<file path="src/rtl/pipe_ctrl.sv">
// Pipeline sequencer for the 5-stage MIPS32 core: stall vector, flush and exception redirect.
// Optional performance counters are enabled with `define PIPE_CTRL_PERF_EN.
module pipe_ctrl #(
   parameter int          DIV_CYCLES = 32,
   parameter logic [31:0] EXC_VECTOR = 32'hBFC00380,
   parameter logic [4:0]  EXC_NONE   = 5'h10,
   parameter logic [4:0]  EXC_ERET   = 5'h11
) (
   input  logic        clk,
   input  logic        rst_n,
   input  logic        stallreq_id,
   input  logic        stallreq_exe,
   input  logic        div_start,
   input  logic [4:0]  mem_exccode,
   input  logic [31:0] epc_i,
   output logic [3:0]  stall,
   output logic        flush,
   output logic [31:0] exc_pc,
   output logic        div_busy,
   output logic        div_done
`ifdef PIPE_CTRL_PERF_EN
   ,
   output logic [31:0] perf_stall_cyc,
   output logic [31:0] perf_flush_cnt
`endif
);

   localparam logic [0:0] IDLE = 1'b0;
   localparam logic [0:0] DIV  = 1'b1;

   localparam logic [7:0] DIV_LOAD = 8'(DIV_CYCLES - 1);

   logic [0:0] state;
   logic [7:0] cnt;
   logic       exc;
   logic       cnt_zero;
   logic       div_hold;

   assign exc      = (mem_exccode != EXC_NONE);
   assign cnt_zero = (cnt == 8'd0);

   // The div_start cycle itself counts as the first of DIV_CYCLES stall cycles.
   assign div_hold = ((state == IDLE) && div_start) || ((state == DIV) && !cnt_zero);

   assign flush    = exc;
   assign exc_pc   = (mem_exccode == EXC_ERET) ? epc_i : EXC_VECTOR;
   assign div_busy = (state == DIV);
   assign div_done = (state == DIV) && cnt_zero && !exc;

   always_comb begin
      stall = 4'b0000;
      if (exc)
         stall = 4'b0000;
      else if (stallreq_exe || div_hold)
         stall = 4'b1111;
      else if (stallreq_id)
         stall = 4'b0111;
   end

   always_ff @(posedge clk or negedge rst_n) begin
      if (!rst_n) begin
         state <= IDLE;
         cnt   <= 8'd0;
      end else begin
         case (state)
            IDLE: begin
               if (!exc && div_start) begin
                  state <= DIV;
                  cnt   <= DIV_LOAD;
               end
            end
            DIV: begin
               if (exc) begin
                  state <= IDLE;
                  cnt   <= 8'd0;
               end else if (!cnt_zero) begin
                  cnt <= cnt - 8'd1;
               end else begin
                  state <= IDLE;
               end
            end
            default: begin
               state <= IDLE;
               cnt   <= 8'd0;
            end
         endcase
      end
   end

`ifdef PIPE_CTRL_PERF_EN
   always_ff @(posedge clk or negedge rst_n) begin
      if (!rst_n) begin
         perf_stall_cyc <= 32'd0;
         perf_flush_cnt <= 32'd0;
      end else begin
         if (stall != 4'b0000)
            perf_stall_cyc <= perf_stall_cyc + 32'd1;
         if (flush)
            perf_flush_cnt <= perf_flush_cnt + 32'd1;
      end
   end
`endif

endmodule

</file>
<file path="config.mk">
export PLATFORM = sky130hd
export DESIGN_NAME = pipe_ctrl
export DESIGN_NICKNAME = d
export VERILOG_FILES = /design/src/rtl/pipe_ctrl.sv
export SDC_FILE = /design/constraint.sdc
export NUM_CORES = 1
export LEC_CHECK = 0
export ABC_CLOCK_PERIOD_IN_PS = 5400
export CAP_MARGIN = 10
export CORE_UTILIZATION = 33
export CTS_CLUSTER_SIZE = 30
export DETAILED_ROUTE_END_ITERATION = 10
export PLACE_DENSITY = 0.81
export SLEW_MARGIN = 40
export SYNTH_ARGS = -nofsm -noshare
export SYNTH_HDL_FRONTEND = slang
export SYNTH_SLANG_ARGS = --single-unit
</file>
<file path="constraint.sdc">
create_clock -name clk -period 5.4 [get_ports clk]
set_input_delay 1.62 -clock clk [delete_from_list [all_inputs] [get_ports clk]]
set_output_delay 1.62 -clock clk [all_outputs]
set_load 0.01 [all_outputs]
</file>
[Word-level counts from Yosys, hierarchy flattened]
Index checks and enable logic that the tools add are counted.
Word-level totals
  flip-flop bits (word level): 9
  memory bits (writable): 0
  output and inout bits: 39
  memories kept: 0
  logic and storage cells: 31
  input port bits: 42
  latch bits: 0
  memory bits (read-only): 0
Operators by class
  equal/unequal tests: 4
  order comparisons: 0
  bitwise operators: 1
  $add $sub $neg: 1
  divide/modulo/power cells: 0
  reduce and logical (&&, ||, !) cells: 11
  shift-type cells: 0
  muxes and demuxes: 12
  $mul: 0
Operators with widths (number)
  32-bit two-way mux: 1
  8-bit two-way mux: 3
  8-bit case mux with 2 select lines: 1
  8-bit zero test: 1
  4-bit two-way mux: 2
  8-bit by 1-bit subtractor with 8-bit output, second input constant: 1
  5-bit equality test, second input constant: 1
  1-bit logical AND: 5
  5-bit inequality test, second input constant: 1
  1-bit two-way mux: 3
  3-bit two-way mux: 1
  3-bit inequality test, second input constant: 1
  1-bit zero test: 2
  1-bit logical OR: 2
  2-bit by 1-bit inequality test with 1-bit output, second input constant: 1
  1-bit case mux with 2 select lines: 1
  2-bit AND reduction: 1
  1-bit NOT: 1

[Longest topological paths before layout]
  word-level depth: 7
  depth in mapped cells: 8
  depth with buffers taken out: 6

[Worst setup path before layout]
OpenSTA, ideal clock, no wires.
  path type: in2out
  start: in mem_exccode[1]
  end: out stall[1]
  path slack: 1.161 ns
  data required time: 3.780 ns
  buffers on the path: 2
  arrival time: 2.619 ns
  stages on the path: 5
  path through: nor4b_4 > and2b_1 > buf_6 > o31a_2 > buf_4
Between the ends
  longest elaborated chain between the ends: 2
Ends and longest elaborated chain
  from (decl): line 14  | input logic [4:0] mem_exccode,
  5-bit inequality test: line 39  | assign exc = (mem_exccode != EXC_NONE);
  4-bit two-way mux: line 52  | if (exc)
  to (decl): line 16  | output logic [3:0] stall,
No other way between the ends.

[Final worst setup path]
  start: in mem_exccode[1]
  end: out exc_pc[26]
Between the ends
  longest elaborated chain between the ends: 2
Ends and longest elaborated chain
  5-bit equality test: line 46  | assign exc_pc = (mem_exccode == EXC_ERET) ? epc_i : EXC_VECTOR;
  32-bit two-way mux: line 46
  to (decl): line 18  | output logic [31:0] exc_pc,
No other way between the ends.

==> run_summary.xml <==
<?xml version="1.0" encoding="UTF-8"?>
<metrics>
  <group name="floorplan">
    <metric name="floorplan.die_area" unit="um^2">2950</metric>
    <metric name="number_of_top_level_design_ports" unit="">81</metric>
    <metric name="die_height" unit="um">54.3</metric>
    <metric name="start_util" unit="%">35.8</metric>
    <metric name="core_area" unit="um^2">2520</metric>
    <metric name="die_width" unit="um">54.3</metric>
    <metric name="fp-row-count" unit="">18</metric>
  </group>
  <group name="synthesis">
    <metric name="yosys_warnings" unit="">0</metric>
    <metric name="yosysSeqAreaShare" unit="%">24.9</metric>
    <metric name="synth_cells" unit="">108</metric>
    <metric name="yosys.area.top_type_share" unit="%">24.9</metric>
    <metric name="synth_cell_type_count" unit="">43</metric>
    <metric name="syn_nets" unit="">152</metric>
    <metric name="synth_area_leader_cell" unit="">dfrtp_1</metric>
    <metric name="synth_area_per_cell" unit="um^2">8.36</metric>
    <metric name="postSynthRegisterBits" unit="">9</metric>
    <metric name="synthTopCellsByArea" unit="">dfrtp_1 25%, and3_1 14%, nand2b_1 9.0%</metric>
    <metric name="syn_area" unit="um^2">903</metric>
  </group>
  <group name="clock_tree">
    <metric name="tritoncts_buffer_count" unit="">3</metric>
    <metric name="cts_max_path_buffers" unit="">2</metric>
    <metric name="clkLatencyLatePin" unit="ns">0.26</metric>
    <metric name="clk_root_buffer_cell" unit="">clkbuf_4</metric>
    <metric name="cts_resized" unit="">0</metric>
    <metric name="htreeDepth" unit="">1</metric>
    <metric name="tritoncts" unit="">done</metric>
    <metric name="post-cts-setup-buffers" unit="">0</metric>
    <metric name="holdBufCountCts" unit="">0</metric>
    <metric name="cts.clk_slew.worst_paths" unit="ns">0.06</metric>
    <metric name="cts.sinks" unit="">9</metric>
  </group>
  <group name="placed_design">
    <metric name="dpl_ws" unit="ns">0.267</metric>
    <metric name="gp_routability_congestion" unit="">0.872</metric>
    <metric name="port_buffers" unit="">80</metric>
    <metric name="hpwlAfterDp" unit="mm">2.44</metric>
    <metric name="placedInstanceArea" unit="um^2">1710</metric>
  </group>
  <group name="route">
    <metric name="vias_per_cell" unit="">5.32</metric>
    <metric name="number_of_drc_markers_in_iteration_0" unit="">33</metric>
    <metric name="routed_wire_length_per_instance" unit="um">14.0</metric>
    <metric name="drt-pass1-iter-count" unit="">4</metric>
    <metric name="drtAntennaViolNets" unit="">0</metric>
    <metric name="drcViolationCount" unit="">0</metric>
    <metric name="route.final.wire_length" unit="mm">3.02</metric>
    <metric name="vias" unit="">1149</metric>
  </group>
  <group name="global_routing">
    <metric name="grt_usage" unit="%">21.3</metric>
    <metric name="grt_overflow" unit="">0</metric>
    <metric name="first_global_vias" unit="">1079</metric>
    <metric name="grt_first_pass_wirelength" unit="mm">4.51</metric>
    <metric name="grt_max_degree" unit="">26</metric>
    <metric name="grt_antenna_before_repair" unit="">0</metric>
  </group>
  <group name="hold_path">
    <metric name="hold_path.class" unit="">reg -&gt; reg</metric>
  </group>
  <group name="worst_setup_path">
    <metric name="worst_ep_required_time" unit="ns">3.78</metric>
    <metric name="crit_family" unit="">buffers and inverters</metric>
    <metric name="critical_path.most_common_cell" unit="">clkdlybuf4s50_1</metric>
    <metric name="cp_max_stage_cell" unit="">clkdlybuf4s50_1</metric>
    <metric name="setup.worst_path.start_class" unit="">input pin</metric>
    <metric name="type_of_destination_of_the_critical_path" unit="">output port</metric>
    <metric name="critical_path.cell_chain" unit="">clkdlybuf4s50_1, nor4b_4, buf_4, and2_2, nand2b_1, clkdlybuf4s50_1</metric>
    <metric name="slowest_delay" unit="ns">0.49</metric>
    <metric name="timing.critical_path.arrival" unit="ns">3.50</metric>
    <metric name="critPathBufInv" unit="">3</metric>
    <metric name="cp_max_fo" unit="">25</metric>
    <metric name="critical_setup_path_class" unit="">in -&gt; out</metric>
  </group>
  <group name="outcome">
    <metric name="outcome" unit="">complete, no violations</metric>
  </group>
  <group name="layout">
    <metric name="nets" unit="">231</metric>
    <metric name="final_core_util" unit="%">69.0</metric>
    <metric name="stdcell_area" unit="um^2">1740</metric>
    <metric name="area_growth" unit="%">92.7</metric>
    <metric name="num_antenna_cells" unit="">0</metric>
    <metric name="multi_input_area" unit="um^2">597</metric>
    <metric name="final_layout_size_suffix_gt1_share" unit="%">8.06</metric>
    <metric name="fill_cells" unit="">197</metric>
    <metric name="layout.cells.most_common_list" unit="">80 x clkdlybuf4s50_1, 20 x and3_1, 13 x nand2b_1, 9 x dfrtp_1</metric>
    <metric name="layout_commonest_cell" unit="">clkdlybuf4s50_1</metric>
    <metric name="seq_area" unit="um^2">225</metric>
  </group>
  <group name="pwr">
    <metric name="power.density_cell_area" unit="nW/um^2">150</metric>
    <metric name="peakVddDrop" unit="uV">201</metric>
    <metric name="total_power" unit="mW">0.260</metric>
    <metric name="static-leakage-power" unit="nW">0.718</metric>
  </group>
  <group name="timing">
    <metric name="fin_tns_setup" unit="ns">0</metric>
    <metric name="setup_viol_count_final" unit="">0</metric>
    <metric name="worst_slew_margin_rel" unit="%">68.7</metric>
    <metric name="clock.fmax" unit="MHz">195</metric>
    <metric name="slew_violations" unit="">0</metric>
    <metric name="finalWorstSetupSlack" unit="ns">0.279</metric>
    <metric name="fin_crit_sh" unit="%">94.8</metric>
    <metric name="min_tclk_post_route" unit="ns">5.12</metric>
    <metric name="worstMarginPinSlew" unit="ns">0.469</metric>
    <metric name="hold_violations" unit="">0</metric>
    <metric name="worst_clock_skew" unit="ns">0.000698</metric>
    <metric name="rsz0062_at_grt" unit="">no</metric>
  </group>
  <group name="run">
    <metric name="max_cap_viol_count" unit="">0</metric>
  </group>
</metrics>
[per-stage QoR]
| stage | hold WS, ns | cells |
|---|---|---|
| 2_1_floorplan | 0.471 | 108 |
| 3_3_place_gp | 0.486 | 212 |
| 3_5_place_dp | 0.500 | 212 |
| 4_1_cts | 0.513 | 216 |
| 5_1_grt | 0.531 | 216 |
| 6_report | 0.513 | 216 |
[cells in the mapped netlist]
master / instances
nor4_1: 1
mux2i_1: 2
buf_2: 1
a31oi_1: 3
o211ai_1: 1
and2_2: 1
buf_4: 3
o21bai_1: 1
and2b_1: 1
nor3b_1: 1
nor4bb_2: 1
a31o_2: 1
nand3b_1: 1
a2111o_1: 1
a22o_1: 1
nor2b_1: 2
clkbuf_1: 5
a22oi_1: 1
a21o_1: 1
o21ai_0: 3
inv_1: 4
nand3_1: 1
nand2_1: 4
o22ai_1: 1
o32ai_1: 1
nor4b_4: 1
nor3_1: 1
dfrtp_1: 9
or3_1: 3
nor2_1: 3
and3_1: 20
o22a_1: 1
nor4b_1: 2
o31a_2: 1
inv_6: 1
buf_6: 1
a21oi_1: 3
nor3_4: 1
ha_1: 2
o21a_1: 1
nand2b_1: 13
nor4_2: 1
and2_1: 1
[layout make-up]
cell class              instances  share of cell area (%)
well taps                      30                    2.16
inverters                       5                    1.37
multi-input cells              84                    34.3
flip-flops and latches          9                    12.9
repair buffers                 84                    47.7
clock buffers                   4                    1.51
[final timing paths]
check                                    from                  to  slack (ns)  depth (start not counted)
setup / recovery               mem_exccode[1]          exc_pc[26]        0.28                          6
hold / removal             cnt[6]$_DFFE_PN0P_  cnt[6]$_DFFE_PN0P_        0.51                          1
setup reg to reg           cnt[0]$_DFFE_PN0P_  cnt[4]$_DFFE_PN0P_        3.41                          6
hold reg to reg            cnt[6]$_DFFE_PN0P_  cnt[6]$_DFFE_PN0P_        0.51                          1
max in group asynchronous               rst_n  cnt[7]$_DFFE_PN0P_        3.46                          1
min in group asynchronous               rst_n  cnt[0]$_DFFE_PN0P_        1.65                          1
[metal layers]
metal | part of all wire, % | global-route usage (%) | up-vias
li1 | - | - | 552
met1 | 37 | 22.2 | 522
met2 | 53 | 39.4 | 71
met3 | 9.7 | 7.50 | 4
met4 | 0.89 | 6.84 | 0
met5 | 0 | 0 | -
[state kept, by name, summed over array words and instances, names as in the netlist]
name,count
cnt,8
div_busy,1
[logic make-up (layout without fill, tap and decap cells)]
family | count (synthesis) | count (layout) | synth area share (%)
compound gates | 21 | 21 | 16.5
simple gates | 59 | 59 | 44.6
fa+ha+maj | 2 | 2 | 2.77
mux | 2 | 2 | 2.22
buf+inv | 15 | 93 | 9.00
flops | 9 | 9 | 24.9
[power breakdown]
group | switching [mW] | internal [mW] | leakage, nW | total, mW
clock network | 0.0236 | 0.0285 | 0.0150 | 0.0520
registers | 0.0244 | 0.0823 | 0.114 | 0.107
logic | 0.0386 | 0.0630 | 0.589 | 0.102
No activity file was read; power rests on OpenSTA's default activity.
